<file path="src/rtl/nmr_seq_table_engine.sv">
// Table-driven NMR pulse sequencer: a programmable segment list with a loop range
// drives the phase-cycled TX H-bridge, the ADC clock and the acquisition window.
module nmr_seq_table_engine #(
  parameter int unsigned SEG_DEPTH    = 16,
  parameter int unsigned DUR_WIDTH    = 32,
  parameter int unsigned LOOP_WIDTH   = 16,
  parameter int unsigned TX_DIV_LOG2  = 4,
  parameter int unsigned ADC_DIV_LOG2 = 2,
  localparam int unsigned AW = $clog2(SEG_DEPTH)
) (
  input  logic                  clk_i,
  input  logic                  reset_i,
  input  logic                  seg_wr_en_i,
  input  logic [AW-1:0]         seg_wr_addr_i,
  input  logic [DUR_WIDTH+3:0]  seg_wr_data_i,
  input  logic [AW:0]           seq_len_i,
  input  logic [AW-1:0]         loop_start_i,
  input  logic [AW-1:0]         loop_end_i,
  input  logic [LOOP_WIDTH-1:0] loop_count_i,
  input  logic [1:0]            phase_ofs_i,
  input  logic [DUR_WIDTH-1:0]  tail_delay_i,
  input  logic                  start_i,
  input  logic                  abort_i,
  output logic                  fsmstat_o,
  output logic                  done_o,
  output logic                  cfg_err_o,
  output logic [AW-1:0]         seg_idx_o,
  output logic                  acq_wnd_o,
  output logic                  adc_clk_o,
  output logic                  tx_out_p_o,
  output logic                  tx_out_n_o
);

  localparam int unsigned TW = (TX_DIV_LOG2 > ADC_DIV_LOG2) ? TX_DIV_LOG2 : ADC_DIV_LOG2;

  typedef struct packed {
    logic [DUR_WIDTH-1:0] dur;
    logic                 tx_en;
    logic [1:0]           ph;
    logic                 acq;
  } seg_t;

  typedef enum logic [2:0] {
    S_IDLE,
    S_LOAD,
    S_RUN,
    S_TAIL,
    S_FIN
  } state_t;

  state_t                state_q, state_d;
  seg_t                  table_q [SEG_DEPTH];
  logic [DUR_WIDTH-1:0]  cnt_q, cnt_d;
  logic [LOOP_WIDTH-1:0] loop_rem_q, loop_rem_d;
  logic [AW:0]           seq_len_q, seq_len_d;
  logic [AW-1:0]         loop_start_q, loop_start_d;
  logic [AW-1:0]         loop_end_q, loop_end_d;
  logic [1:0]            phase_ofs_q, phase_ofs_d;
  logic [DUR_WIDTH-1:0]  tail_q, tail_d;
  logic [AW-1:0]         seg_idx_q, seg_idx_d;
  logic                  out_en_q, out_en_d;
  logic [1:0]            ph_q, ph_d;
  logic                  acq_q, acq_d;
  logic                  fsmstat_q, fsmstat_d;
  logic                  done_q, done_d;
  logic                  cfg_err_q, cfg_err_d;
  logic [TW-1:0]         timer_q, timer_d;
  logic                  tx_p_q, tx_p_d;
  logic                  tx_n_q, tx_n_d;
  logic                  adc_q, adc_d;

  logic                  cfg_bad;
  logic                  last_seg;
  logic                  load_seg;
  logic [AW-1:0]         next_idx;
  logic [1:0]            ofs_use;
  logic [1:0]            quad_d;
  seg_t                  entry;

  assign cfg_bad  = (seq_len_i == '0) ||
                    (seq_len_i > (AW+1)'(SEG_DEPTH)) ||
                    ({1'b0, loop_end_i} >= seq_len_i) ||
                    (loop_start_i > loop_end_i);
  assign last_seg = ({1'b0, seg_idx_q} == (seq_len_q - (AW+1)'(1)));

  // Segment table; not reset, and frozen while a sequence is active.
  always_ff @(posedge clk_i) begin
    if (seg_wr_en_i && !fsmstat_q) begin
      table_q[seg_wr_addr_i] <= seg_t'(seg_wr_data_i);
    end
  end

  always_ff @(posedge clk_i) begin
    if (reset_i) begin
      state_q      <= S_IDLE;
      cnt_q        <= '0;
      loop_rem_q   <= '0;
      seq_len_q    <= '0;
      loop_start_q <= '0;
      loop_end_q   <= '0;
      phase_ofs_q  <= '0;
      tail_q       <= '0;
      seg_idx_q    <= '0;
      out_en_q     <= 1'b0;
      ph_q         <= '0;
      acq_q        <= 1'b0;
      fsmstat_q    <= 1'b0;
      done_q       <= 1'b0;
      cfg_err_q    <= 1'b0;
      timer_q      <= '0;
      tx_p_q       <= 1'b0;
      tx_n_q       <= 1'b0;
      adc_q        <= 1'b0;
    end else begin
      state_q      <= state_d;
      cnt_q        <= cnt_d;
      loop_rem_q   <= loop_rem_d;
      seq_len_q    <= seq_len_d;
      loop_start_q <= loop_start_d;
      loop_end_q   <= loop_end_d;
      phase_ofs_q  <= phase_ofs_d;
      tail_q       <= tail_d;
      seg_idx_q    <= seg_idx_d;
      out_en_q     <= out_en_d;
      ph_q         <= ph_d;
      acq_q        <= acq_d;
      fsmstat_q    <= fsmstat_d;
      done_q       <= done_d;
      cfg_err_q    <= cfg_err_d;
      timer_q      <= timer_d;
      tx_p_q       <= tx_p_d;
      tx_n_q       <= tx_n_d;
      adc_q        <= adc_d;
    end
  end

  // Next state; every output register is computed from the next-cycle values.
  always_comb begin
    state_d      = state_q;
    cnt_d        = cnt_q;
    loop_rem_d   = loop_rem_q;
    seq_len_d    = seq_len_q;
    loop_start_d = loop_start_q;
    loop_end_d   = loop_end_q;
    phase_ofs_d  = phase_ofs_q;
    tail_d       = tail_q;
    seg_idx_d    = seg_idx_q;
    out_en_d     = out_en_q;
    ph_d         = ph_q;
    acq_d        = acq_q;
    fsmstat_d    = fsmstat_q;
    done_d       = 1'b0;
    cfg_err_d    = 1'b0;
    load_seg     = 1'b0;
    next_idx     = seg_idx_q;
    ofs_use      = phase_ofs_q;
    entry        = '0;

    case (state_q)
      S_IDLE: begin
        if (start_i) begin
          if (cfg_bad) begin
            cfg_err_d = 1'b1;
          end else begin
            state_d = S_LOAD;
          end
        end
      end
      S_LOAD: begin
        seq_len_d    = seq_len_i;
        loop_start_d = loop_start_i;
        loop_end_d   = loop_end_i;
        phase_ofs_d  = phase_ofs_i;
        tail_d       = tail_delay_i;
        loop_rem_d   = (loop_count_i == '0) ? '0 : loop_count_i - LOOP_WIDTH'(1);
        fsmstat_d    = 1'b1;
        if (abort_i) begin
          state_d  = S_FIN;
          out_en_d = 1'b0;
          acq_d    = 1'b0;
        end else begin
          state_d  = S_RUN;
          load_seg = 1'b1;
          next_idx = '0;
          ofs_use  = phase_ofs_i;
        end
      end
      S_RUN: begin
        if (abort_i) begin
          state_d  = S_FIN;
          out_en_d = 1'b0;
          acq_d    = 1'b0;
        end else if (cnt_q != '0) begin
          cnt_d = cnt_q - DUR_WIDTH'(1);
        end else if ((seg_idx_q == loop_end_q) && (loop_rem_q != '0)) begin
          load_seg   = 1'b1;
          next_idx   = loop_start_q;
          loop_rem_d = loop_rem_q - LOOP_WIDTH'(1);
        end else if (last_seg) begin
          out_en_d = 1'b0;
          acq_d    = 1'b0;
          if (tail_q != '0) begin
            state_d = S_TAIL;
            cnt_d   = tail_q - DUR_WIDTH'(1);
          end else begin
            state_d = S_FIN;
          end
        end else begin
          load_seg = 1'b1;
          next_idx = seg_idx_q + AW'(1);
        end
      end
      S_TAIL: begin
        if (abort_i || (cnt_q == '0)) begin
          state_d = S_FIN;
        end else begin
          cnt_d = cnt_q - DUR_WIDTH'(1);
        end
      end
      S_FIN: begin
        state_d   = S_IDLE;
        fsmstat_d = 1'b0;
        done_d    = 1'b1;
        seg_idx_d = '0;
        out_en_d  = 1'b0;
        acq_d     = 1'b0;
        ph_d      = '0;
      end
      default: state_d = S_IDLE;
    endcase

    // A zero-duration entry still occupies one cycle, with TX and ACQ forced off.
    entry = table_q[next_idx];
    if (load_seg) begin
      seg_idx_d = next_idx;
      ph_d      = entry.ph + ofs_use;
      if (entry.dur == '0) begin
        out_en_d = 1'b0;
        acq_d    = 1'b0;
        cnt_d    = '0;
      end else begin
        out_en_d = entry.tx_en;
        acq_d    = entry.acq;
        cnt_d    = entry.dur - DUR_WIDTH'(1);
      end
    end

    timer_d = (fsmstat_d && fsmstat_q) ? timer_q + TW'(1) : '0;
    quad_d  = timer_d[TX_DIV_LOG2-1 -: 2] + ph_d;
    tx_p_d  = out_en_d & quad_d[1];
    tx_n_d  = out_en_d & ~quad_d[1];
    adc_d   = timer_d[ADC_DIV_LOG2-1];
  end

  assign fsmstat_o  = fsmstat_q;
  assign done_o     = done_q;
  assign cfg_err_o  = cfg_err_q;
  assign seg_idx_o  = seg_idx_q;
  assign acq_wnd_o  = acq_q;
  assign adc_clk_o  = adc_q;
  assign tx_out_p_o = tx_p_q;
  assign tx_out_n_o = tx_n_q;

endmodule
</file>
<file path="config.mk">
export PLATFORM = sky130hd
export DESIGN_NAME = nmr_seq_table_engine
export DESIGN_NICKNAME = d
export VERILOG_FILES = /design/src/rtl/nmr_seq_table_engine.sv
export SDC_FILE = /design/constraint.sdc
export NUM_CORES = 1
export LEC_CHECK = 0
export CORE_ASPECT_RATIO = 0.6
export CORE_UTILIZATION = 25
export DETAILED_ROUTE_END_ITERATION = 10
export PLACE_DENSITY = 0.45
export SETUP_SLACK_MARGIN = 0.4
export SYNTH_ARGS = -nofsm -noshare
export SYNTH_HDL_FRONTEND = slang
export SYNTH_SLANG_ARGS = --single-unit
</file>
<file path="constraint.sdc">
create_clock -name clk_i -period 17.9 [get_ports clk_i]
set_input_delay 3.58 -clock clk_i [delete_from_list [all_inputs] [get_ports clk_i]]
set_output_delay 3.58 -clock clk_i [all_outputs]
set_load 0.02 [all_outputs]
</file>
==> results.txt <==
- Initial Utilization: 0.253
* Hold path startpoint: phase_ofs_q[1]
- Number of iterations in the first detailed-routing pass: 5
- Global Route Usage Sum: 0.156
- The critical path in this run is classified as input pin to flop.
- HPWL after detailed placement: 58500 um
* Hold WC Path Type: flop to flop
* Top FF cell, synth: sky130_fd_sc_hd__edfxtp_1
* Fin. Hold Viols: 0
* Wire length of the first global-routing pass: 144000 um
- Maximum VDD drop: 0.0661 mV
- Clock latency on the worst-skew pair: 0.66 ns
- The netlist uses 83 different library cells.
- Worst endpoint required time: 18.41 ns
* Boundary Pins: 119
* Post-detailed-placement cell area: 33900 sq um
- Design internal power: 0.00278 W
* RR Startpoint: seg_idx_o[0]
- Clock-pin slew was measured on the worst setup and hold paths at 0.07 ns.
* Worst EP arrival: 10.87 ns
* Post-layout power: 0.00373 W
- Core region area: 122000 sq um
- The clock passes through at most 3 buffers.
- Leaving out fill and tap cells, the most frequent cells in the layout are sky130_fd_sc_hd__edfxtp_1, sky130_fd_sc_hd__nand2_1, sky130_fd_sc_hd__a21oi_1.
- For this run, design rule violations remaining after detail routing come to 0.
- Yosys mapped a number of flops with a built-in enable equal to 576.
* Number of buffers created by CTS: 66
- Kind of start point of the critical path: input pin
* Hold-fix buffers, CTS: 0
* Tmin final: 10.35 ns
* Via count of the first global-routing pass: 20300
* Clock sink count: 691
- Mean Syn Cell Area: 11.9 sq um
- Post-CTS timing repair inserted 0 buffers for setup.
- Clock group share of total power: 0.406
- In this run the worst setup path begins at abort_i.
- Entering global routing, the biggest net connects 170 pins.
- Power density relative to cell area: 103 nW/um^2
- Traced cell by cell, the critical path runs through clkdlybuf4s50_1, or4b_2, nand2_1, a21o_1, buf_4, o31ai_4, buf_4, buf_12, buf_4, nand2_1, a22oi_1, a22oi_1, and2_1, ha_1, nand4_1, nor4_4, and3_1, a31oi_4, a22oi_1, nor3b_1.
- The cell area that synthesis handed to floorplanning was 30900 sq um.
- Per-cell via count in the routed design: 4.92
- CTS built an H-tree with a depth of 3.
- Input and output buffers added on the ports amount to 118.
* CP max FO: 169
- Setup violators final: 0
* Kind of end point of the critical path: flop
- Clock root cell: sky130_fd_sc_hd__clkbuf_16
- Worst path slowest cell: sky130_fd_sc_hd__or4b_2
- The die is 456 um wide.
- Timing would allow up to 0.0966 GHz.
- Yosys synthesis warning count: 0
- Sequential Power Share: 0.481
- The number of nets handed over by synthesis was 2733.
- The final count of pins violating max slew was 0.
* Total die area: 125000 sq um
- From synthesis to final layout, the design area changed by 17.1%.
- Of the total power, the share spent switching nets is 0.253.
- CTS tree: done
- The flow ran to the end, and the final reports show no timing, DRC or antenna violations.
- In the synthesized netlist the async set-or-reset flop fraction comes to 0.
- Worst-Margin Slew: 1.20 ns
- The finished cells cover 36100 sq um.
- Synthesis inferred 691 register bits.
* Post-Route Setup TNS: 0 ns
- Of the synthesized area, sequential elements account for 0.635.
- After detailed routing, the average wire length per cell comes to 22.9 um.
- Once routing completed, OpenROAD measured the worst setup slack at 7.55 ns.
* Count of mapped cells out of synthesis: 2605
* Fin nets: 2805
- The number of gates resized after CTS was 0.
- RSZ-0062 raised after global routing: no
- Setup slack at placement: 7.13 ns
- Worst-case clock skew: 0.0341 ns
- Die Y: 274 um
- The number of antenna violations at the first check in global routing is 12.
- Longest individual stage delay on the worst path: 0.85 ns
- Final period util: 0.578
- Switching power of the nets: 0.000944 W
- Routed via count: 21400
- Of the cells placed in the final design, the portion with a size suffix greater than 1 is 0.0839.
- Routability-driven placement finished with a final weighted congestion of 0.802.
* Grt ovf: 0
- Max-capacitance violation count: 0
- Combinational cell fraction of total power: 0.113
- Leading cell type in the layout, fill and taps excluded: sky130_fd_sc_hd__edfxtp_1
- Row generation in the floorplan step produced 99 rows.
- Once detail routing completed, the nets flagged for antenna violations numbered 0.
- DRC marker count from the first detailed-route iteration: 2254
- Remaining max-slew budget at the tightest pin: 0.191
* Wire length reported by the detailed router: 99600 um
- Leakage power: 11.5 nW
==> power groups by stage <==
| stage | clock network (W) | logic, W | registers [W] |
|---|---|---|---|
| finish | 0.00151 | 0.000422 | 0.00179 |
| global route | 0.00161 | 0.000464 | 0.00179 |
| CTS | 0.00155 | 0.000422 | 0.00179 |
| detailed placement | 0 | 0.000420 | 0.00183 |
| global placement | 0 | 0.000421 | 0.00183 |
| floorplan | 0 | 0.000267 | 0.00182 |
==> state kept, by name, summed over array words and instances (netlist names) <==
name and count:
cfg_err_o 1, fsmstat_o 1, tx_out_p_o 1, ph_q 2, done_o 1, table_q 576
out_en_q 1, tx_out_n_o 1, seg_idx_o 4, loop_start_q 4, acq_wnd_o 1, timer_q 4
cnt_q 32, loop_end_q 4, tail_q 32, loop_rem_q 16, seq_len_q 5, phase_ofs_q 2
state_q 3
==> worst paths after layout <==
path	endpoint	slack [ns]	depth (start not counted)
worst max-delay path	tx_out_p_o	7.55	20
worst min-delay path	phase_ofs_q[1]	0.46	2
worst max register to register	cnt_q[23]	9.74	20
worst min register to register	phase_ofs_q[1]	0.46	2
==> Yosys cell counts (18+ instances only) <==
library cell                 n  area share
sky130_fd_sc_hd__nand2_1   451       0.055
sky130_fd_sc_hd__and2_1     36      0.0073
sky130_fd_sc_hd__dfxtp_1   115       0.075
sky130_fd_sc_hd__nor3_1     56      0.0091
sky130_fd_sc_hd__and3_1     36      0.0073
sky130_fd_sc_hd__clkbuf_1   91       0.011
sky130_fd_sc_hd__a211oi_1   37      0.0090
sky130_fd_sc_hd__o211ai_1   18      0.0044
sky130_fd_sc_hd__buf_2      46      0.0075
sky130_fd_sc_hd__a22oi_1    37      0.0090
sky130_fd_sc_hd__inv_1      35      0.0043
sky130_fd_sc_hd__ha_1       20      0.0081
sky130_fd_sc_hd__nor2_1    140       0.017
sky130_fd_sc_hd__xor2_1     42       0.012
sky130_fd_sc_hd__a21oi_1   172       0.028
sky130_fd_sc_hd__a221oi_1   30      0.0085
sky130_fd_sc_hd__nand3_1    95       0.015
sky130_fd_sc_hd__xnor2_1    54       0.015
sky130_fd_sc_hd__a311oi_1   20      0.0057
sky130_fd_sc_hd__nor4_1     34      0.0069
sky130_fd_sc_hd__o21ai_0    77       0.012
sky130_fd_sc_hd__a31oi_1    26      0.0053
sky130_fd_sc_hd__edfxtp_1  576        0.56
sky130_fd_sc_hd__mux2i_1    62       0.020
==> cells by family (layout without fill, tap and decap cells) <==
family | after synthesis | count (layout) | share of synthesized area
AND/OR/NAND/NOR | 953 | 953 | 0.146
flip-flops | 691 | 691 | 0.635
AO/OA/AOI/OAI | 569 | 569 | 0.126
buffers and inverters | 202 | 325 | 0.0297
XOR/XNOR | 97 | 97 | 0.0280
multiplexers | 73 | 73 | 0.0270
adder cells (fa/ha/maj) | 20 | 20 | 0.00811
other | 0 | 1 | 0
==> final cells by class <==
| class | count | area (sq um) |
|---|---|---|
| diodes | 1 | 2.50 |
| repair buffers | 171 | 1610 |
| clock inverters | 38 | 494 |
| multi-input cells | 1712 | 10500 |
| well taps | 1616 | 2020 |
| inverters | 35 | 131 |
| flip-flops and latches | 691 | 19600 |
| fillers | 12400 | 85900 |
| clock buffers | 81 | 1760 |
==> layer usage <==
layer	track usage	vias to the layer above	wire [um]
met2	0.217	599	40900
met1	0.240	10700	50200
li1	-	9960	-
met4	0.0341	10	1450
met5	0	-	70
met3	0.0367	111	6960
==> worst max-delay path: cells and delay by family <==
family	cells	cell delay (ns)
buf+inv	5	2.31
compound gates	6	1.52
simple gates	8	2.94
fa+ha+maj	1	0.17
==> through the flow <==
stage           util  std cells  hold WS (ns)
6_report       0.296       4345         0.464
5_1_grt        0.296       4345         0.494
4_1_cts        0.296       4344         0.466
3_5_place_dp   0.278       4225         0.456
3_3_place_gp   0.278       4225         0.448
2_1_floorplan      -       2605         0.429
No activity file was read; power rests on OpenSTA's default activity.
